**src/rtl/cfu_pipelined_credit_adapter.sv**
```systemverilog
// cfu_pipelined_credit_adapter
//   Credit-throttled CFU front end. Requests enter a fixed LATENCY-stage
//   function pipeline that never stalls. Results land in an in-order,
//   show-ahead response FIFO. The FIFO_DEPTH credits bound everything in the
//   pipeline plus the FIFO, so the last stage can always write.
//
//   Functions: 0 a*b (low bits), 1 a+b, 2 a-b, 3 a^b.
//   Errors:    1 = wrong interface ID, 2 = unknown function (interface wins).
//
// Ports
//   clock, reset        clock; synchronous active-high reset
//   clock_en_i          global enable; 0 freezes all state and handshakes
//   req_*_i / req_ready_o  request channel (req_data_i = {b, a})
//   resp_*_o / resp_ready_i  response channel (head of the FIFO)
//   credits_o           free credits (FIFO_DEPTH - outstanding)
//   stat_*_o            saturating counters, only with CFU_CREDIT_ADAPTER_STATS_EN
module cfu_pipelined_credit_adapter #(
    parameter int unsigned IID            = 16'h0001,
    parameter int unsigned INTERFACE_ID_W = 16,
    parameter int unsigned FUNCTION_ID_W  = 16,
    parameter int unsigned REQ_RESP_ID_W  = 6,
    parameter int unsigned DATA_W         = 32,
    parameter int unsigned ERROR_ID_W     = 32,
    parameter int unsigned LATENCY        = 3,
    parameter int unsigned FIFO_DEPTH     = 4
) (
    input  logic                              clock,
    input  logic                              reset,
    input  logic                              clock_en_i,
    output logic                              req_ready_o,
    input  logic                              req_valid_i,
    input  logic [INTERFACE_ID_W-1:0]         req_interface_id_i,
    input  logic [FUNCTION_ID_W-1:0]          req_function_id_i,
    input  logic [REQ_RESP_ID_W-1:0]          req_id_i,
    input  logic [2*DATA_W-1:0]               req_data_i,
    input  logic                              resp_ready_i,
    output logic                              resp_valid_o,
    output logic [REQ_RESP_ID_W-1:0]          resp_id_o,
    output logic [DATA_W-1:0]                 resp_data_o,
    output logic                              resp_ok_o,
    output logic [ERROR_ID_W-1:0]             resp_error_id_o,
    output logic [$clog2(FIFO_DEPTH+1)-1:0]   credits_o
`ifdef CFU_CREDIT_ADAPTER_STATS_EN
    ,
    output logic [31:0]                       stat_req_count_o,
    output logic [31:0]                       stat_err_count_o,
    output logic [31:0]                       stat_stall_cycles_o,
    output logic [31:0]                       stat_backpressure_cycles_o
`endif
);

    localparam int unsigned CNT_W = $clog2(FIFO_DEPTH + 1);
    localparam int unsigned PTR_W = (FIFO_DEPTH > 1) ? $clog2(FIFO_DEPTH) : 1;

    typedef struct packed {
        logic [REQ_RESP_ID_W-1:0] id;
        logic [DATA_W-1:0]        data;
        logic                     ok;
        logic [ERROR_ID_W-1:0]    err;
    } rsp_t;

    logic                  accept, pop, fifo_wr, fifo_full;
    logic [CNT_W-1:0]      outstanding_q, outstanding_d;
    logic [LATENCY-1:0]    vld_pipe_q;
    rsp_t [LATENCY-1:0]    pipe_q;
    rsp_t                  s0_d;
    rsp_t [FIFO_DEPTH-1:0] mem_q;
    rsp_t                  head;
    logic [PTR_W-1:0]      wr_ptr_q, rd_ptr_q;
    logic [CNT_W-1:0]      cnt_q;
    logic [DATA_W-1:0]     op_a, op_b;

    // Credit state: req_ready comes from registers only, so a pop frees its
    // credit for the following cycle.
    assign req_ready_o = (outstanding_q != CNT_W'(FIFO_DEPTH));
    assign credits_o   = CNT_W'(FIFO_DEPTH) - outstanding_q;
    assign accept      = req_valid_i && req_ready_o && clock_en_i;
    assign pop         = resp_valid_o && resp_ready_i && clock_en_i;

    always_comb begin
        outstanding_d = outstanding_q;
        if (accept && !pop)      outstanding_d = outstanding_q + CNT_W'(1);
        else if (pop && !accept) outstanding_d = outstanding_q - CNT_W'(1);
    end

    always_ff @(posedge clock) begin
        if (reset)           outstanding_q <= '0;
        else if (clock_en_i) outstanding_q <= outstanding_d;
    end

    // Stage 0: decode, execute and resolve errors in one go.
    assign op_a = req_data_i[DATA_W-1:0];
    assign op_b = req_data_i[2*DATA_W-1:DATA_W];

    always_comb begin
        s0_d    = '0;
        s0_d.id = req_id_i;
        if (req_interface_id_i != INTERFACE_ID_W'(IID)) begin
            s0_d.err = ERROR_ID_W'(1);
        end else if (req_function_id_i > FUNCTION_ID_W'(3)) begin
            s0_d.err = ERROR_ID_W'(2);
        end else begin
            s0_d.ok = 1'b1;
            case (req_function_id_i[1:0])
                2'd0:    s0_d.data = op_a * op_b;
                2'd1:    s0_d.data = op_a + op_b;
                2'd2:    s0_d.data = op_a - op_b;
                default: s0_d.data = op_a ^ op_b;
            endcase
        end
    end

    // Free-running pipeline; only the valid bits need reset.
    always_ff @(posedge clock) begin
        if (reset) begin
            vld_pipe_q <= '0;
        end else if (clock_en_i) begin
            vld_pipe_q[0] <= accept;
            for (int i = 1; i < LATENCY; i++) vld_pipe_q[i] <= vld_pipe_q[i-1];
        end
    end

    always_ff @(posedge clock) begin
        if (clock_en_i) begin
            pipe_q[0] <= s0_d;
            for (int i = 1; i < LATENCY; i++) pipe_q[i] <= pipe_q[i-1];
        end
    end

    // Response FIFO, show-ahead, arbitrary depth (pointers wrap explicitly).
    function automatic logic [PTR_W-1:0] ptr_nxt(input logic [PTR_W-1:0] p);
        return (p == PTR_W'(FIFO_DEPTH - 1)) ? '0 : p + PTR_W'(1);
    endfunction

    assign fifo_wr   = clock_en_i && vld_pipe_q[LATENCY-1];
    assign fifo_full = (cnt_q == CNT_W'(FIFO_DEPTH));

    always_ff @(posedge clock) begin
        if (reset) begin
            wr_ptr_q <= '0;
            rd_ptr_q <= '0;
            cnt_q    <= '0;
        end else if (clock_en_i) begin
            if (fifo_wr) begin
                mem_q[wr_ptr_q] <= pipe_q[LATENCY-1];
                wr_ptr_q        <= ptr_nxt(wr_ptr_q);
            end
            if (pop) rd_ptr_q <= ptr_nxt(rd_ptr_q);
            case ({fifo_wr, pop})
                2'b10:   cnt_q <= cnt_q + CNT_W'(1);
                2'b01:   cnt_q <= cnt_q - CNT_W'(1);
                default: cnt_q <= cnt_q;
            endcase
        end
    end

    // Credits make a write into a full, non-draining FIFO unreachable.
    a_no_overflow: assert property (@(posedge clock) disable iff (reset)
        !(fifo_wr && fifo_full && !pop));

    // Fields read as zero while empty so reset state is all-zero.
    assign head            = mem_q[rd_ptr_q];
    assign resp_valid_o    = (cnt_q != '0);
    assign resp_id_o       = resp_valid_o ? head.id   : '0;
    assign resp_data_o     = resp_valid_o ? head.data : '0;
    assign resp_ok_o       = resp_valid_o ? head.ok   : 1'b0;
    assign resp_error_id_o = resp_valid_o ? head.err  : '0;

`ifdef CFU_CREDIT_ADAPTER_STATS_EN
    always_ff @(posedge clock) begin
        if (reset) begin
            stat_req_count_o           <= '0;
            stat_err_count_o           <= '0;
            stat_stall_cycles_o        <= '0;
            stat_backpressure_cycles_o <= '0;
        end else if (clock_en_i) begin
            if (accept && stat_req_count_o != '1)
                stat_req_count_o <= stat_req_count_o + 32'd1;
            if (accept && !s0_d.ok && stat_err_count_o != '1)
                stat_err_count_o <= stat_err_count_o + 32'd1;
            if (req_valid_i && !req_ready_o && stat_stall_cycles_o != '1)
                stat_stall_cycles_o <= stat_stall_cycles_o + 32'd1;
            if (resp_valid_o && !resp_ready_i && stat_backpressure_cycles_o != '1)
                stat_backpressure_cycles_o <= stat_backpressure_cycles_o + 32'd1;
        end
    end
`endif

endmodule

```
**config.mk**
```make
export PLATFORM = sky130hd
export DESIGN_NAME = cfu_pipelined_credit_adapter
export DESIGN_NICKNAME = d
export VERILOG_FILES = /design/src/rtl/cfu_pipelined_credit_adapter.sv
export SDC_FILE = /design/constraint.sdc
export NUM_CORES = 2
export LEC_CHECK = 0
export CELL_PAD_IN_SITES_DETAIL_PLACEMENT = 0
export CELL_PAD_IN_SITES_GLOBAL_PLACEMENT = 2
export CORE_UTILIZATION = 42
export DETAILED_ROUTE_END_ITERATION = 8
export HOLD_SLACK_MARGIN = 0.06
export PLACE_DENSITY = 0.93
export SLEW_MARGIN = 20
export SYNTH_ARGS = -nofsm -noshare
export SYNTH_HDL_FRONTEND = slang
export SYNTH_SLANG_ARGS = --single-unit
```
**constraint.sdc**
```tcl
create_clock -name clock -period 9.9 [get_ports clock]
set_input_delay 1.98 -clock clock [delete_from_list [all_inputs] [get_ports clock]]
set_output_delay 1.98 -clock clock [all_outputs]
set_load 0.02 [all_outputs]
```
# ---- Yosys cells after proc, flatten, opt, wreduce, memory -nomap -nowiden
# Index checks and enable logic that the tools add are counted.
dict set report totals {
  register_bits 510
  latchBits 0
  mem_bits_rw 0
  romBits 0
  out_inout_bits 76
  n_memories 0
}
dict set report classes {
  addsub 9
  n_mul 1
  div_mod_pow 0
  order_cmp 4
  eq_ne 8
  shift 0
  muxes 17
  n_bitwise 2
  n_reduce_logical 20
}
# op count
set ops {}
lappend ops {{$bwmux W284} 1}
lappend ops {{$bmux W71 S2} 1}
lappend ops {{$demux W71 S2} 1}
lappend ops {{$mux W71} 2}
lappend ops {{$pmux W32 S3} 1}
lappend ops {{$mux W32} 2}
lappend ops {{$add A32 B32 Y32} 1}
lappend ops {{$mul A32 B32 Y32} 1}
lappend ops {{$sub A32 B32 Y32} 1}
lappend ops {{$xor A32 B32 Y32} 1}
lappend ops {{$gt A16 B2 Y1 const B} 1}
lappend ops {{$ne A16 B1 Y1 const B} 1}
lappend ops {{$eq A2 B2 Y1 const B} 4}
lappend ops {{$logic_and A1 B1 Y1} 8}
lappend ops {{$reduce_and A2 Y1} 4}
lappend ops {{$add A3 B1 Y3 const B} 2}
lappend ops {{$lt A2 B3 Y1 const B} 2}
lappend ops {{$mux W2} 3}
lappend ops {{$mux W3} 2}
lappend ops {{$mux W6} 1}
lappend ops {{$pmux W3 S2} 1}
lappend ops {{$sub A3 B1 Y3 const B} 2}
lappend ops {{$add A2 B1 Y2 const B} 2}
lappend ops {{$eq A2 B1 Y1 const B} 2}
lappend ops {{11 further kinds} 14}

# ---- Depth between registers and ports, before layout
dict set report logic_depth {
  depth_word 7
  depth_mapped 28
}

# ---- Worst setup path after synthesis
# Ideal clock, no wire load.
dict set report synth_timing {
  path_kind {input to register}
  start {in req_data_i[37]}
  end {reg pipe_q[64] in the netlist's numbering (data pin)}
  setup_time_ns 0.276
  arrival_time_ns 8.726
  required_ns 9.624
  slack_ns 0.898
  stages 26
  n_path_buf 2
  path_cell_list {clkbuf_1 clkbuf_1 and2_1 fa_1 fa_1 fa_1 inv_1 fa_1 inv_1 fa_1 inv_1 fa_1 inv_1 fa_1 fa_1 ha_1 and3_1 a31oi_1 o21ai_0 a221oi_1 o21ai_0 a21o_1 a2111oi_0 or3_1 xnor2_1 o221ai_1}
}
dict set report synth_between {
  elab_chain_cells 2
  word_cells_on_any_way 4
}
# item line_no
set synth_rtl {}
lappend synth_rtl {{from (decl)} 35} ;# input logic [2*DATA_W-1:0] req_data_i,
lappend synth_rtl {{$mul A32 B32 Y32 (tied with other cells)} 105} ;# 2'd0: s0_d.data = op_a * op_b;
lappend synth_rtl {{$pmux W32 S3 (*)} 104} ;# case (req_function_id_i[1:0])
lappend synth_rtl {{to (decl)} 65} ;# rsp_t [LATENCY-1:0] pipe_q;
# Every way passes the cells marked *; elsewhere a longest branch is shown, timed or not.
# A chain may end at the register's enable or synchronous reset.

# ---- Final worst setup path
dict set report layout_timing {
  start {in req_data_i[38]}
  end {reg pipe_q[64] in the netlist's numbering (data pin)}
}
# Same word-level chain as after synthesis.

==> summary.md <==
| Metric | Value |
|---|---|
| Warning count from the yosys run | 0 |
| DRC | 0 |
| Total gr overflow | 0 |
| Slew Viols, Final | 0 |
| HP Class | reg2reg |
| Worst setup path category | in2reg |
| RSZ-0062 raised after global routing | false |
| DRT antenna net count | 0 |
| First-pass GRT wire length | 126,300 um |
| Die X | 268.0 um |
| Synth Register Bits | 300 |
| Syn_area_per_cell | roughly 11 um^2 |
| CP arrival | about 9.6 ns |
| Worst Path Required | 10.15 ns |
| Port buffer count | approximately 150 |
| Synth Area in Compound Gates | 0.05105 |
| Clock buffer depth | 3 |
| Vias/cell | 5.226 |
| Total Wirelength | 81,650 um |
| Cell count after synthesis | between 2,000 and 3,000 |
| Clock transition at path regs | 0.07 ns |
| Final min period | 9.384 ns |
| Post-Synth XOR/XNOR Area | 0.04861 |
| Clock root cell | clkbuf_16 |
| Synth Area in Simple Gates | 0.1362 |
| Pin count of the biggest net entering global routing | 76 |
| CORE AREA | approximately 70,000 um^2 |
| Die area | about 70,000 um^2 |
| Initial Utilization | 0.4242 |
| Clk_lat worst skew | 0.53 ns |
| Setup crit end kind | register |
| FMAX | around 0.11 GHz |
| Sequential cell area fraction in the yosys report | 0.2989 |
| DR pass1 iterations | 5 |
| GRT Total Usage | 0.2329 |
| Iter 0 DRT Violations | around 1,300 |
| Final Hold Viols | 0 |
| Io pins | 183 |
| GP Congestion | 0.9074 |
| H-tree Lvls | 1 |
| Prevailing post-synth register cell | edfxtp_1 |
| Average routed wire per standard cell | approximately 21 um |
| Slew at the pin closest to its max-slew limit | around 0.98 ns |
| Nets@finish | ~3,600 |
| Count leader, synth | inv_1 |
| Largest area contributor in the netlist | edfxtp_1 |
| Main combinational cell family by area after synthesis | adder cells |
| Multi-input gate area | ~19,000 um^2 |
| Synth top area share | 0.2901 |
| Sink Count | 300 |
| Synth Area in Adders | 0.3541 |
| Post-synthesis mux area share | 0.03243 |
| Slew headroom | 0.3453 |
| Crit start category | primary input |
| CTS tree | built |
| Vert. Die Dim | ~270 um |
| Final Cycle Share | 0.9479 |
| Initial antenna violation count | 3 |
| Layout area overhead | 13.60% |
| Final setup violation count | 0 |
| # fillers | 6,293 |
| Number of global-route vias before repair | 21,494 |
| Ratio of cells with drive above 1 in the final layout | 0.07794 |
| Mapped cell area | 29,710 um^2 |
| Skew final | about 0.0084 ns |
| Synth cell types | 65 |
| Num rows | 97 |
| Status | complete, no violations |
| Post-CTS setup buffer count | 0 |
| Synth top cells by count | inv_1 (414), fa_1 (411), and2_1 (342) |
| MaxCap Viol Count | 0 |
| Largest fanout on the critical path | 12 |
| Number of synthesized flops with an enable pin | around 290 |
| Ys async rst share | 0 |
| CTS Hold Bufs | 0 |
| # resized after CTS | 0 |
| FF+latch area | 8884 um^2 |
| Num CTS Buffers | 26 |
| Main area contributors after synthesis | edfxtp_1 (29%), fa_1 (28%), ha_1 (7.7%) |
| TNS Setup | 0 ns |
| Via count | 19,942 |
| DP HPWL | 63,450 um |
==> metal layers <==
metal / global-route usage / up-vias / share of wire
li1: - / 8899 / -
met5: 0 / - / 0.000086
met4: 0.05792 / 2 / 0.024
met2: 0.4013 / 538 / 0.49
met1: 0.3225 / 10406 / 0.44
met3: 0.01255 / 97 / 0.046
==> stage by stage <==
stage                     std cells  cell area [um^2]    util  setup slack (ns)  hold slack, ns
after CTS                      3814             33740  0.4818            0.5790          0.4151
final                          3816             33750  0.4819            0.5156          0.4142
after global placement         3766             32760  0.4678            0.1225          0.4008
after global routing           3814             33740  0.4818            0.2466          0.4218
after detailed placement       3766             32760  0.4678           0.03004          0.4045
after floorplan                2730             29810       -            0.8982          0.4003
==> flip-flops by register name (all words and copies together), names as in the netlist <==
| register | count |
|---|---|
| mem_q | 164 |
| pipe_q | 123 |
| cnt_q | 3 |
| outstanding_q | 3 |
| vld_pipe_q | 3 |
| rd_ptr_q | 2 |
| wr_ptr_q | 2 |
==> kinds of logic (layout without fill, tap and decap cells) <==
| group | Yosys count | after routing |
|---|---|---|
| AO/OA/AOI/OAI | 227 | 227 |
| XOR/XNOR | 164 | 164 |
| adder cells (fa/ha/maj) | 594 | 594 |
| buffers and inverters | 589 | 733 |
| flip-flops | 300 | 300 |
| multiplexers | 45 | 45 |
| other | 1 | 32 |
| AND/OR/NAND/NOR | 781 | 781 |
==> worst max-delay path: stages <==
cell             delay [ns]
clkdlybuf4s50_1        0.73
buf_4                  0.27
and2_1                 0.17
fa_1                   0.44
fa_1                   0.51
fa_1                   0.52
inv_1                  0.06
fa_1                   0.47
inv_1                  0.05
fa_1                   0.48
fa_1                   0.57
fa_1                   0.43
fa_1                   0.45
ha_1                   0.33
and3_1                 0.19
a31oi_1                0.16
o21ai_0                0.15
a221oi_1               0.33
o21ai_0                0.26
a21o_1                 0.25
a2111oi_0              0.37
or3_1                  0.18
xnor2_1                0.12
o221ai_1               0.14
==> worst paths after layout <==
kind / from / endpoint / slack (ns) / cells past startpoint
worst min register to register: pipe_q[44]$_SDFFCE_PP0P_ / pipe_q[115]$_DFFE_PP_ / 0.41 / 0
worst max register to register: cnt_q[2]$_SDFFE_PP0P_ / outstanding_q[2]$_SDFFE_PP0P_ / 7.41 / 10
worst max-delay path: req_data_i[38] / pipe_q[64]$_SDFFCE_PP0P_ / 0.52 / 24
worst min-delay path: pipe_q[44]$_SDFFCE_PP0P_ / pipe_q[115]$_DFFE_PP_ / 0.41 / 0
==> layout make-up <==
cell class                 count  area share
antenna                        2   0.0001483
tap                          940     0.03485
clock inverter                20    0.009009
timing repair buffer         270     0.07508
clock buffer                  28     0.02013
multi-input combinational   1841      0.5514
sequential                   300      0.2632
inverter                     415     0.04616
==> placed cells by master, fill, tap and decap left out, drive strengths merged, types with 40 or more instances in the layout <==
master,n
ha,183
inv,414
edfxtp,287
nor2,89
nand2,248
xnor2,136
buf,119
clkdlybuf4s50,151
fa,411
o21ai,40
a21oi,62
mux4,41
and2,342
Power is left out: the tool's default activity adds up to more than one toggle a clock period on the data nets, which glitch-free logic cannot reach.
==> patch, RTL diff (same settings) <==
Register the output `resp_error_id_o`, without a reset; this adds one clock of latency there. The other outputs are not delayed to match.
--- a/src/rtl/cfu_pipelined_credit_adapter.sv
+++ b/src/rtl/cfu_pipelined_credit_adapter.sv
@@ -164,7 +164,9 @@
     assign resp_id_o       = resp_valid_o ? head.id   : '0;
     assign resp_data_o     = resp_valid_o ? head.data : '0;
     assign resp_ok_o       = resp_valid_o ? head.ok   : 1'b0;
-    assign resp_error_id_o = resp_valid_o ? head.err  : '0;
+    always_ff @(posedge clock) begin
+        resp_error_id_o <= resp_valid_o ? head.err  : '0;
+    end
 
 `ifdef CFU_CREDIT_ADAPTER_STATS_EN
     always_ff @(posedge clock) begin
Behaviour: same outputs for any inputs over 4 cycles, from zero or initial values and one cycle with reset high; that may be too few to reach the edited logic, so the function may still have changed.
==> patch against the original RTL <==
Design area decreased by 0.70%; sequential share of layout area increased by 0.31 points; area after synthesis increased by 0.47%; core utilization decreased by 0.42 points; sequential cell count increased by 2; wire length decreased by 2.1%; clock skew increased by 7.5 ps; fmax increased by 2.4%; worst setup slack improved by 220 ps.
Power is left out: the tool's default activity adds up to more than one toggle a clock period on the data nets, which glitch-free logic cannot reach.
==> patch: results (changes against the original RTL) <==
antenna_found_initial: 7  # +4
place_area_um2: 32700  # -0.28%
rr_startpoint: "cnt_q[0]"
synth_area_leaders: "edfxtp_1 (29%), fa_1 (28%), ha_1 (7.7%)"
fin_nets: 3543  # -0.34%
max-slew-margin-rel_pct: 36.2  # +1.7 points
skew_ps: 16.0  # +7.52 ps
synth_top_area_share_pct: 28.9  # -0.14 points
fillers: 6451  # +2.5%
hpwl_um: 63000  # -0.78%
first_iter_violations: 1340  # +0.75%
ctsResizeCount: 0  # unchanged
hold_start: "pipe_q[55]"
ys_types: 70  # +7.7%
place_congestion: 0.909  # +0.15%
cp-startpoint: "req_data_i[16]"
grt_max_degree: 72  # -5.3%
synth_compound_area_share_pct: 5.57  # +0.47 points
synth_area_per_cell_um2: 11.0  # about the same
synth_fa_ha_area_share_pct: 35.2  # -0.17 points
status: "completed"
synthTopCellsByCount: "inv_1 (418), fa_1 (411), and2_1 (341)"
critPathArrivalTime_ps: 9450  # -180 ps
worstPathMaxFanout: 17  # +5
cts-buffers-inserted: 25  # -3.8%
critical-path-max-stage-delay_ps: 640  # -90 ps
ys_seq_area_share_pct: 29.9  # about the same
wirelength_um: 79900  # -2.1%
first_global_vias: 21200  # -1.3%
patch: cell types whose count changed after synthesis, moves of 7 or more:
| cell | before | now |
|---|---|---|
| nor2_1 | 89 | 82 |
| a31oi_1 | 13 | 3 |
| o21a_1 | 6 | 15 |
| a21oi_1 | 62 | 82 |
patch: worst reg2reg max path, stage by stage (launching register included):
cell	delay, ps
dfxtp_1	360
or3_1	120
buf_4	330
nand3_1	270
inv_1	140
ha_1	190
inv_1	80
fa_1	410
xnor2_1	150
nand2_1	80
xor2_1	170
nor2_1	60
patch: final timing paths:
kind	cells past startpoint	slack (ps)	to
min	0	420	pipe_q[126]
min reg2reg	0	420	pipe_q[126]
max reg2reg	11	7430	cnt_q[2]
max	23	730	pipe_q[60]
patch: through the flow:
step | util [%] | worst slack, ps
2_1_floorplan | - | 875
3_3_place_gp | 46.6 | 246
3_5_place_dp | 46.6 | 239
4_1_cts | 47.8 | 758
5_1_grt | 47.8 | 377
6_report | 47.8 | 732
patch: final cells by class:
cell class                      instances  area (um2)  share of cell area, %
Antenna cell                            4        10.0                 0.0299
Clock buffer                           28         637                   1.90
Clock inverter                         17         195                  0.582
Inverter                              418        1570                   4.68
Multi-Input combinational cell       1844       18700                   55.8
Sequential cell                       302        8920                   26.6
Tap cell                              940        1180                   3.51
Timing Repair Buffer                  251        2310                   6.90
patch: kinds of logic after synthesis:
kind of cell | after synthesis
compound gates | 246
xor+xnor | 161
fa+ha+maj | 594
buf+inv | 595
flops | 302
mux | 46
other cells | 1
simple gates | 767
patch: layer usage:
metal	up-vias	GRT usage, %	routed length, um
li1	8897	-	-
met1	10100	32.4	35600
met2	646	37.8	38200
met3	80	2.26	4800
met4	2	4.36	1330
met5	-	0	12
